<file path="src/rtl/lut_loader_pkg.sv">
// Shared types and derived sizing for the LUT neuron table loader.
package lut_loader_pkg;

   typedef enum logic [1:0] {
      EMPTY = 2'd0,
      LOAD  = 2'd1,
      READY = 2'd2
   } state_t;

   // Sizing helpers so any parameterisation derives the same constants.
   function automatic int depth_of(input int in_bits);
      return 1 << in_bits;
   endfunction

   function automatic int e_of(input int out_bits, input int cfg_w);
      return cfg_w / out_bits;
   endfunction

   function automatic int beats_of(input int in_bits, input int out_bits, input int cfg_w);
      return ((1 << in_bits) * out_bits) / cfg_w;
   endfunction

   // Constants for the default build (8-bit code, 1-bit entries, 16-bit beats).
   localparam int IN_BITS_DEF  = 8;
   localparam int OUT_BITS_DEF = 1;
   localparam int CFG_W_DEF    = 16;
   localparam int DEPTH        = depth_of(IN_BITS_DEF);
   localparam int E            = e_of(OUT_BITS_DEF, CFG_W_DEF);
   localparam int BEATS        = beats_of(IN_BITS_DEF, OUT_BITS_DEF, CFG_W_DEF);

endpackage

</file>
<file path="src/rtl/lut_table_ram.sv">
// Table storage: one write port of E entries per beat, one registered read port.
module lut_table_ram
   import lut_loader_pkg::*;
#(
   parameter int IN_BITS  = 8,
   parameter int OUT_BITS = 1,
   parameter int CFG_W    = 16,
   parameter int WADDR_W  = 4
) (
   input  logic                clk,
   input  logic                rst,
   input  logic                we,
   input  logic [WADDR_W-1:0]  waddr,
   input  logic [CFG_W-1:0]    wdata,
   input  logic                re,
   input  logic [IN_BITS-1:0]  raddr,
   output logic [OUT_BITS-1:0] rdata
);

   localparam int DEPTH_N = depth_of(IN_BITS);
   localparam int E_N     = e_of(OUT_BITS, CFG_W);

   // Entries packed flat: entry n occupies bits [n*OUT_BITS +: OUT_BITS].
   (* rom_style = "distributed" *) logic [DEPTH_N*OUT_BITS-1:0] mem;

   // Beat waddr fills entries waddr*E .. waddr*E+E-1; reset wipes the whole image.
   always_ff @(posedge clk) begin
      if (rst) begin
         mem <= '0;
      end else if (we) begin
         for (int g = 0; g < DEPTH_N; g++) begin
            if (waddr == WADDR_W'(g / E_N))
               mem[g*OUT_BITS +: OUT_BITS] <= wdata[(g % E_N)*OUT_BITS +: OUT_BITS];
         end
      end
   end

   // Registered read; holds its last value when no lookup is issued.
   always_ff @(posedge clk) begin
      if (rst)
         rdata <= '0;
      else if (re)
         rdata <= mem[raddr*OUT_BITS +: OUT_BITS];
   end

endmodule

</file>
<file path="src/rtl/lut_neuron_loader.sv">
// LUT neuron: streams a truth table in as config beats, then serves one-cycle lookups.
module lut_neuron_loader
   import lut_loader_pkg::*;
#(
   parameter int IN_BITS  = 8,
   parameter int OUT_BITS = 1,
   parameter int CFG_W    = 16
) (
   input  logic                clk,
   input  logic                rst,
   input  logic                cfg_start,
   input  logic                cfg_valid,
   output logic                cfg_ready,
   input  logic [CFG_W-1:0]    cfg_data,
   output logic                cfg_done,
   output logic                loaded,
   input  logic                in_valid,
   input  logic [IN_BITS-1:0]  in_data,
   output logic                out_valid,
   output logic [OUT_BITS-1:0] out_data
);

   localparam int NUM_BEATS = beats_of(IN_BITS, OUT_BITS, CFG_W);
   localparam int CNT_W     = (NUM_BEATS > 1) ? $clog2(NUM_BEATS) : 1;
   localparam logic [CNT_W-1:0] LAST_BEAT = CNT_W'(NUM_BEATS - 1);

   state_t           state;
   logic [CNT_W-1:0] cnt;
   logic             wr_en;
   logic             rd_en;
   logic             vld_p1;

   // cfg_ready mirrors the LOAD state; a restart cycle never accepts its beat.
   assign wr_en = cfg_ready && cfg_valid && !cfg_start;
   // A lookup issued while loaded completes even if a reload starts in the same cycle.
   assign rd_en = in_valid && loaded;

   // Load sequencer with registered handshake and status outputs.
   always_ff @(posedge clk) begin
      if (rst) begin
         state     <= EMPTY;
         cnt       <= '0;
         cfg_ready <= 1'b0;
         cfg_done  <= 1'b0;
         loaded    <= 1'b0;
      end else begin
         cfg_done <= 1'b0;
         case (state)
            EMPTY: begin
               if (cfg_start) begin
                  state     <= LOAD;
                  cnt       <= '0;
                  cfg_ready <= 1'b1;
               end
            end
            LOAD: begin
               if (cfg_start) begin
                  cnt <= '0;
               end else if (cfg_valid) begin
                  if (cnt == LAST_BEAT) begin
                     cnt       <= '0;
                     state     <= READY;
                     cfg_ready <= 1'b0;
                     cfg_done  <= 1'b1;
                     loaded    <= 1'b1;
                  end else begin
                     cnt <= cnt + 1'b1;
                  end
               end
            end
            READY: begin
               if (cfg_start) begin
                  state     <= LOAD;
                  cnt       <= '0;
                  cfg_ready <= 1'b1;
                  loaded    <= 1'b0;
               end
            end
            default: begin
               state     <= EMPTY;
               cnt       <= '0;
               cfg_ready <= 1'b0;
               loaded    <= 1'b0;
            end
         endcase
      end
   end

   // ---- stage p0 -> p1: lookup valid tracks the registered table read ----
   always_ff @(posedge clk) begin
      if (rst)
         vld_p1 <= 1'b0;
      else
         vld_p1 <= rd_en;
   end

   assign out_valid = vld_p1;

   lut_table_ram #(
      .IN_BITS  (IN_BITS),
      .OUT_BITS (OUT_BITS),
      .CFG_W    (CFG_W),
      .WADDR_W  (CNT_W)
   ) u_table (
      .clk   (clk),
      .rst   (rst),
      .we    (wr_en),
      .waddr (cnt),
      .wdata (cfg_data),
      .re    (rd_en),
      .raddr (in_data),
      .rdata (out_data)
   );

endmodule
</file>
<file path="config.mk">
export PLATFORM = sky130hd
export DESIGN_NAME = lut_neuron_loader
export DESIGN_NICKNAME = d
export VERILOG_FILES = /design/src/rtl/lut_loader_pkg.sv /design/src/rtl/lut_table_ram.sv /design/src/rtl/lut_neuron_loader.sv
export SDC_FILE = /design/constraint.sdc
export NUM_CORES = 1
export LEC_CHECK = 0
export CAP_MARGIN = 30
export CORE_ASPECT_RATIO = 1.1
export CORE_MARGIN = 2
export CORE_UTILIZATION = 38
export DETAILED_ROUTE_END_ITERATION = 6
export PLACE_DENSITY = 0.52
export SETUP_SLACK_MARGIN = 0.05
export SLEW_MARGIN = 20
export SYNTH_ARGS = -nofsm -noshare
export SYNTH_HDL_FRONTEND = slang
export SYNTH_SLANG_ARGS = --single-unit
export TNS_END_PERCENT = 30
</file>
<file path="constraint.sdc">
create_clock -name clk -period 3.28 [get_ports clk]
set_input_delay 0.656 -clock clk [delete_from_list [all_inputs] [get_ports clk]]
set_output_delay 0.656 -clock clk [all_outputs]
set_load 0.05 [all_outputs]
</file>
==> results.md, run 1 <==
* Status: finished clean
* Top post-synthesis cells by area: dfxtp_1, nand2_1, a21oi_1, mux4_2, clkbuf_1
* GRT met1 Usage at 33.1%
* Mapped Cells at around 1400
* CP Class: primary input to register
* Clk_skew at about 0.008 ns
* Mapped Area at between 10000 and 15000 um2
* Initial antenna violation count at 0
* Largest fanout on the critical path at 12
* Post-place setup slack at ~0.28 ns
* Worst vdd ir at approximately 0.00036 V
* Average cell area after synthesis at around 8.2 um2
* Slew Limit Fails at 0
* R2R setup slack at ~1.1 ns
* Post-DP HPWL at 22600 um
* Clock sink count at approximately 270
* Final hold vios at 0
* Global route overflow at 0
* Yosys Warn Count at 0
* DR vias at approximately 9900
* Sequential area share after synthesis at ~46%
* Post-cts sizing count at 0
* TritonRoute pass-1 iters at 5
* Die Width at about 170 um
* Tcrit/Tclk final at around three quarters
* Pwr Density at roughly 520 nW/um2
* FILL cells at about 3100
* Leak at roughly 4.4 nW
* Die footprint at roughly 32000 um2
* Fraction of layout cells with a size suffix above 1 at 11.5%
* Unrepaired setup endpoints after global routing: no
* First-pass GRT wire length at around 57000 um
* Startpoint Class: primary input
* Number of synthesized flops with an enable pin at 0
* Grt met2 use at 37.4%
* Worst hold path type: register to register
* Mean number of vias per cell at roughly 5.3
* Biggest area consumer among synthesized cells: dfxtp_1
* Fmax at between 400 and 500 MHz
* Worst-Margin Slew at 0.750 ns
* CTS tree: yes
* Synth cell types at 50
* # diodes at 0
* Commonest non-fill, non-tap cells in the layout: nand2_1, a21oi_1, dfxtp_1
* Period minus WS final at approximately 2.5 ns
* Synth async-reset ratio at 0%
* Worst path required time at 3.71 ns
* Drc violations at 0
* Synth-to-Final Area Change at 15.4%
* Mapped Nets at 1452
* Met3 usage at 2.55%
* Post-synth top area share at 45.7%
* Largest net degree at the start of global routing at about 130
* Die H at roughly 190 um
* Final number of setup-violating endpoints at 0
* Core Rows at 67
* Setup tns final at 0 ns
* Worst Path Arrival at around 2.9 ns
* Synth Flop Type: dfxtp_1
* Total of max-cap violations at 0
* Synthesis-stage register bit count at 266
* Fin nets at 1455
* Starting Density at about two fifths
* Rel. slew slack at approximately half
* Total track usage at between 20 and 25%
* CTS Root Cell: clkbuf_16
* CORE AREA at approximately 30000 um2
* Worst-Skew Late Latency at 0.54 ns
* Clock-pin transition on the worst setup and hold timing paths at 0.06 ns
* Vias in the first global route at 9268
* CTS max path bufs at 3
* CTS hold repair buffers at 0
* CP Capture Type: register
* IO Pins at 34
* Final WL at ~37000 um
* Grt peak-use layer: met2
* Post-route ant nets at 0
* Post-CTS setup repair buffer count at 0
* GPL Wtd Cong at between 0.8 and 0.9
* Final WS setup at a little over 0.8 ns
* Initial DRC count at approximately 880
* Htree depth at 1
* DR WL/cell at 20.0 um
* Port Buf Inserts at 33
* Most common cell after layout, fill and taps aside: nand2_1
* TritonCTS Buffers at 29
## where the power goes
group          switching, mW  internal, mW  leakage (nW)
logic                  0.278         0.127          1.77
clock network           1.31          1.98         0.464
registers            0.00512          3.24          2.14
## stage by stage
step           std cells  hold WS (ns)  utilization [%]  instance area [um2]  power, mW
2_1_floorplan       1419         0.432                -                11600       3.54
3_3_place_gp        1805         0.438             41.1                12500       3.72
3_5_place_dp        1805         0.442             41.1                12500       3.72
4_1_cts             1855         0.450             44.3                13400       7.01
5_1_grt             1855         0.469             44.3                13400       7.15
6_report            1855         0.450             44.3                13400       6.94
## cell families after synthesis
| logic type | Yosys count | share of synthesized area [%] |
|---|---|---|
| buffers and inverters | 130 | 4.76 |
| adder cells (fa/ha/maj) | 4 | 0.430 |
| flip-flops | 266 | 45.7 |
| AO/OA/AOI/OAI | 305 | 14.0 |
| multiplexers | 83 | 13.7 |
| AND/OR/NAND/NOR | 631 | 21.3 |
## flip-flops by register name, indices dropped and copies added, names as in the netlist
register and count:
cnt 4, loaded 1, state 2, u_table.mem 256
u_table.rdata 1, out_valid 1, cfg_done 1
## worst paths after layout
check / startpoint / endpoint / depth (start not counted)
worst max-delay path: in_data[4] / u_table.rdata$_SDFFE_PP0P_ / 8
worst min-delay path: u_table.mem[197]$_SDFFE_PP0P_ / u_table.mem[197]$_SDFFE_PP0P_ / 2
worst max register to register: u_table.mem[37]$_SDFFE_PP0P_ / u_table.rdata$_SDFFE_PP0P_ / 6
worst min register to register: u_table.mem[197]$_SDFFE_PP0P_ / u_table.mem[197]$_SDFFE_PP0P_ / 2
## cells in the mapped netlist (2+ instances only)
library cell,count
nor3_1,14
a2111oi_0,2
dfxtp_1,266
nor2_1,27
mux4_4,2
o21bai_1,2
and2_1,2
o211ai_1,2
and3_1,4
o311ai_0,2
nor2b_1,6
ha_1,4
nor3b_1,2
nand3b_1,3
clkbuf_1,98
nand3_1,14
inv_1,7
o21a_1,2
o21ai_0,7
buf_2,7
a21oi_1,266
nand2_1,548
mux2_2,3
mux4_1,6
a22oi_1,4
nand2b_1,5
buf_4,8
a221oi_1,2
nand4_1,3
o22ai_1,2
mux4_2,51
mux2i_1,21
o2111ai_1,4
buf_1,7
## layer usage
metal | vias to the layer above | wire length, um
met5 | - | 0
met4 | 0 | 676
met3 | 45 | 2000
met2 | 267 | 17500
met1 | 4760 | 16800
li1 | 4790 | -
## worst max-delay path, stage by stage
cell             delay [ns]
clkdlybuf4s50_1        0.58
buf_4                  0.22
buf_4                  0.20
mux4_2                 0.30
a311o_1                0.36
o211ai_1               0.16
a21oi_1                0.07
a221o_1                0.35
## final cells by class
class,instances,area [um2],share of cell area (%)
multi-input combinational,1023,5770,42.9
inverter,7,26.3,0.196
clock inverter,7,113,0.838
clock buffer,43,838,6.24
sequential,266,5330,39.6
tap,414,518,3.86
timing repair buffer,95,850,6.32
Note: power is estimated with default switching activity, not from simulation.
==> inputs of run 2 (changes only) <==
clock period = 2.5 ns   (was 3.28 ns; I/O delays follow)
==> results.md, run 2 (synthesized netlist as in run 1, its figures left out) <==
* CP Capture Type: register
* Clock sink count at approximately 270
* Clock-pin transition on the worst setup and hold timing paths at roughly 0.060 ns
* Most used cell, CP: buf_4
* Most flops, register: u_table.mem
* Synth-to-Final Area Change at 17.7%
* GPL Wtd Cong at between 0.8 and 0.9
* Delay-heaviest family, CP: compound AO/OA/AOI/OAI gates
* Post-cts sizing count at 0
* Max reg flops at between 200 and 300
* Initial DRC count at roughly 890
* Worst-Margin Slew at around 0.59 ns
* Most common cell after layout, fill and taps aside: nand2_1
* Die Width at roughly 170 um
* Worst hold endpoint: u_table.mem[131]$_SDFFE_PP0P_
* FILL cells at approximately 3000
* Total of max-cap violations at 0
* CTS hold repair buffers at 0
* Worst vdd ir at ~0.00052 V
* Worst hold path type: primary input to register
* Final hold vios at 0
* TritonCTS Buffers at 29
* Pwr Density at roughly 640 nW/um2
* Slew Limit Fails at 0
* Port Buf Inserts at 33
* Critical-path top delay cell: a2111oi_0
* Worst path required time at about 3 ns
* Startpoint Class: primary input
* Rel. slew slack at about three fifths
* Die H at about 190 um
* Period minus WS final at 2.37 ns
* DR WL/cell at roughly 20 um
* Status: finished clean
* Starting Density at 38.4%
* Commonest non-fill, non-tap cells in the layout: nand2_1, a21oi_1, dfxtp_1
* Worst Hold Launch: rst
* CTS Root Cell: clkbuf_16
* Post-route ant nets at 0
* # diodes at 0
* Cells after DPL at approximately 1800
* First-pass GRT wire length at 56800 um
* FF-to-FF End: u_table.rdata$_SDFFE_PP0P_
* Leak at approximately 4.5 nW
* Non-Filler Instances at between 1500 and 2000
* Worst Path Arrival at about 2.8 ns
* Drc violations at 0
* Reg-to-Reg Start: u_table.mem[254]$_SDFFE_PP0P_
* Worst-Skew Late Latency at between 0.5 and 0.6 ns
* Die footprint at 32100 um2
* CP Class: primary input to register
* CTS tree: yes
* IO Pins at 34
* Worst reg-to-reg path cell count at 7
* Total track usage at a little under a quarter
* WHS Path Cells at 2
* Post-CTS setup repair buffer count at 0
* TritonRoute pass-1 iters at 5
* Initial antenna violation count at 0
* Fmax at 421 MHz
* WP buf/inv at 3
* Largest fanout on the critical path at 12
* Largest net degree at the start of global routing at ~130
* Largest registers: u_table.mem (256), cnt (4), state (2)
* Final WL at between 30000 and 40000 um
* CTS max path bufs at 3
* Worst path cell trace: clkdlybuf4s50_1, buf_4, buf_4, and3b_1, a2111oi_0, o21ai_0, o22ai_1, nor4_1, a221o_1
* CORE AREA at around 30000 um2
* Fraction of layout cells with a size suffix above 1 at 13.7%
* Core Rows at 67
* R2R setup slack at 0.35 ns
* Htree depth at 1
* Final number of setup-violating endpoints at 0
* Fin nets at roughly 1500
* Clk_skew at 0.00777 ns
* Vias in the first global route at between 9000 and 10000
* DR vias at roughly 10000
* Tcrit/Tclk final at between 90% and 100%
* Post-DP HPWL at between 20000 and 25000 um
* Mean number of vias per cell at between 5 and 6
* Final Util at approximately 45%
* Unrepaired setup endpoints after global routing: no
* Max stage delay on crit path at roughly 0.51 ns
* Global route overflow at 0
[run 2: cell count changes in the layout (fill, tap and decap cells not counted)]
| cell | delta |
|---|---|
| bufinv_16 | -3 |
| clkbuf_1 | -1 |
| buf_4 | +34 |
| clkinvlp_4 | -1 |
| buf_12 | +5 |
| clkinv_2 | +1 |
| clkbuf_8 | +1 |
[run 2: per-layer routing]
layer  share of wire (%)  track usage (%)
met2                  48             37.9
met5                   0                0
met4                 2.2             5.96
met3                 5.0             2.51
met1                  45             32.0
[run 2: per-stage QoR]
stage	instance area (um2)	setup WS [ns]	total power, mW	hold slack [ns]	setup TNS (ns)
final	13700	0.125	8.82	0.424	0
after CTS	13700	0.181	8.90	0.403	0
after floorplan	11600	0.0568	4.64	0.432	0
after detailed placement	12800	-0.293	4.92	0.444	-0.296
after global placement	12800	-0.308	4.92	0.438	-0.308
after global routing	13700	0.113	9.09	0.421	0
[run 2: final cells by class]
cell class | count | area [um2] | area share (%)
Tap cell | 414 | 518 | 3.78
Timing Repair Buffer | 134 | 1200 | 8.79
Clock inverter | 4 | 20.0 | 0.146
Sequential cell | 266 | 5330 | 38.8
Inverter | 7 | 26.3 | 0.192
Multi-Input combinational cell | 1023 | 5770 | 42.1
Clock buffer | 43 | 848 | 6.19
[run 2: power by group]
group	leakage, nW	internal, mW	switching (mW)	total [mW]
clock network	0.432	2.31	1.67	3.98
registers	2.14	4.25	0.00628	4.25
logic	1.98	0.201	0.379	0.580
[run 2: worst max path at each step]
| stage | start | end | slack (ns) | cells after the start |
|---|---|---|---|---|
| global route | in_data[4] | u_table.rdata$_SDFFE_PP0P_ | 0.11 | 9 |
| finish | in_data[4] | u_table.rdata$_SDFFE_PP0P_ | 0.13 | 9 |
| floorplan | in_data[0] | u_table.rdata$_SDFFE_PP0P_ | 0.06 | 8 |
| detailed placement | in_data[3] | u_table.rdata$_SDFFE_PP0P_ | -0.29 | 7 |
| CTS | loaded$_SDFFE_PP0P_ | loaded | 0.18 | 1 |
| global placement | in_data[3] | u_table.rdata$_SDFFE_PP0P_ | -0.31 | 7 |
==> inputs of run 3 (changes only) <==
CORE_MARGIN = 4   (was 2)
SLEW_MARGIN = 0   (was 20)
==> results.md, run 3 (synthesized netlist as in run 1, its figures left out) <==
* Max reg flops at approximately 260
* R2R setup slack at between 0.3 and 0.4 ns
* TritonRoute pass-1 iters at 7
* Period minus WS final at 2.30 ns
* Htree depth at 1
* Most common cell after layout, fill and taps aside: nand2_1
* Initial DRC count at 877
* Fraction of layout cells with a size suffix above 1 at 14.2%
* Max stage delay on crit path at around 0.84 ns
* Final hold vios at 0
* WP buf/inv at 1
* Startpoint Class: register
* FF-to-FF End: u_table.rdata$_SDFFE_PP0P_
* IO Pins at 34
* Worst hold path type: primary input to register
* Worst reg-to-reg path cell count at 7
* Post-route ant nets at 0
* Worst Hold Launch: rst
* Worst-Margin Slew at 0.633 ns
* CTS hold repair buffers at 0
* Worst path required time at 2.00 ns
* Vias in the first global route at about 9700
* Die H at 192 um
* Drc violations at 0
* Clk_skew at between 0.01 and 0.015 ns
* CP Class: register to output pin
* Critical-path top delay cell: clkdlybuf4s50_1
* Die Width at 175 um
* Commonest non-fill, non-tap cells in the layout: nand2_1, a21oi_1, dfxtp_1
* Synth-to-Final Area Change at 19.2%
* DR WL/cell at ~20 um
* Largest fanout on the critical path at 2
* Worst vdd ir at around 0.00054 V
* Initial antenna violation count at 0
* Worst path cell trace: clkdlybuf4s50_1
* CTS tree: yes
* Clock sink count at between 200 and 300
* Post-cts sizing count at 0
* Unrepaired setup endpoints after global routing: no
* TritonCTS Buffers at 30
* First-pass GRT wire length at between 50000 and 60000 um
* Final WL at 37500 um
* Port Buf Inserts at 33
* Cells after DPL at approximately 1800
* Worst-Skew Late Latency at 0.55 ns
* Post-CTS setup repair buffer count at 0
* Status: finished clean
* Post-DP HPWL at roughly 23000 um
* Global route overflow at 0
* Pwr Density at around 680 nW/um2
* WHS Path Cells at 2
* CTS Root Cell: clkbuf_16
* Post-layout power at 9.42 mW
* Reg-to-Reg Start: u_table.mem[239]$_SDFFE_PP0P_
* Total track usage at between 20 and 25%
* Non-Filler Instances at 1890
* CORE AREA at around 30000 um2
* GPL Wtd Cong at 0.847
* Leak at 4.62 nW
* Core Rows at 66
* Setup tns final at 0 ns
* Total of max-cap violations at 0
* Tcrit/Tclk final at between 90% and 100%
* DR vias at between 10000 and 15000
* Slew Limit Fails at 0
* Most flops, register: u_table.mem
* Worst hold endpoint: u_table.mem[125]$_SDFFE_PP0P_
* Starting Density at ~40%
* Delay-heaviest family, CP: buffers and inverters
* Largest registers: u_table.mem (256), cnt (4), state (2)
* CTS max path bufs at 3
* # diodes at 0
* Mean number of vias per cell at 5.33
* Fin nets at approximately 1500
* CP Capture Type: output pin
* Rel. slew slack at a little under 60%
* Die footprint at ~34000 um2
* Final number of setup-violating endpoints at 0
* Clock-pin transition on the worst setup and hold timing paths at roughly 0.060 ns
* Worst Path Arrival at 1.80 ns
* Largest net degree at the start of global routing at 120
* Final Util at between 40% and 50%
* Fmax at between 400 and 500 MHz
==> run 3: cell types whose count changed in the layout (fill, tap and decap cells not counted), sizes merged <==
cell	delta
buf	-3
bufinv	+3
clkbuf	+3
clkinvlp	+2
==> run 3: layout make-up <==
type / count / area (um2)
Fill cell: 2955 / 16000
Multi-Input combinational cell: 1023 / 5770
Sequential cell: 266 / 5330
Timing Repair Buffer: 131 / 1190
Clock buffer: 46 / 922
Tap cell: 408 / 510
Clock inverter: 9 / 125
Inverter: 7 / 26.3
==> run 3: per-stage QoR <==
stage                     setup slack, ns  hold WS [ns]  area (um2)
after floorplan                    0.0568         0.432       11600
after global placement             -0.308         0.438       12800
after detailed placement           -0.355         0.443       12800
after CTS                           0.181         0.198       13900
after global routing                0.114         0.215       13900
final                               0.198         0.221       13900
==> run 3: metal layers <==
metal,wire (um),track usage (%),vias up
met5,0,0,-
met4,809,5.32,0
met3,1640,2.64,60
met2,17600,36.6,253
met1,17400,31.0,4908
li1,-,-,4860
==> run 3: worst max path at each step <==
stage | cells after the start | slack [ns] | end | start
after global placement | 8 | -0.31 | u_table.rdata$_SDFFE_PP0P_ | in_data[3]
final | 1 | 0.20 | out_data | u_table.rdata$_SDFFE_PP0P_
after global routing | 9 | 0.11 | u_table.rdata$_SDFFE_PP0P_ | in_data[0]
after CTS | 1 | 0.18 | cfg_ready | state[0]$_SDFFE_PP0P_
after detailed placement | 9 | -0.36 | u_table.rdata$_SDFFE_PP0P_ | in_data[0]
after floorplan | 8 | 0.06 | u_table.rdata$_SDFFE_PP0P_ | in_data[0]
==> run 3: power by group <==
part | switching, mW | internal (mW)
combinational | 0.376 | 0.196
clock | 1.77 | 2.83
sequential | 0.00631 | 4.25
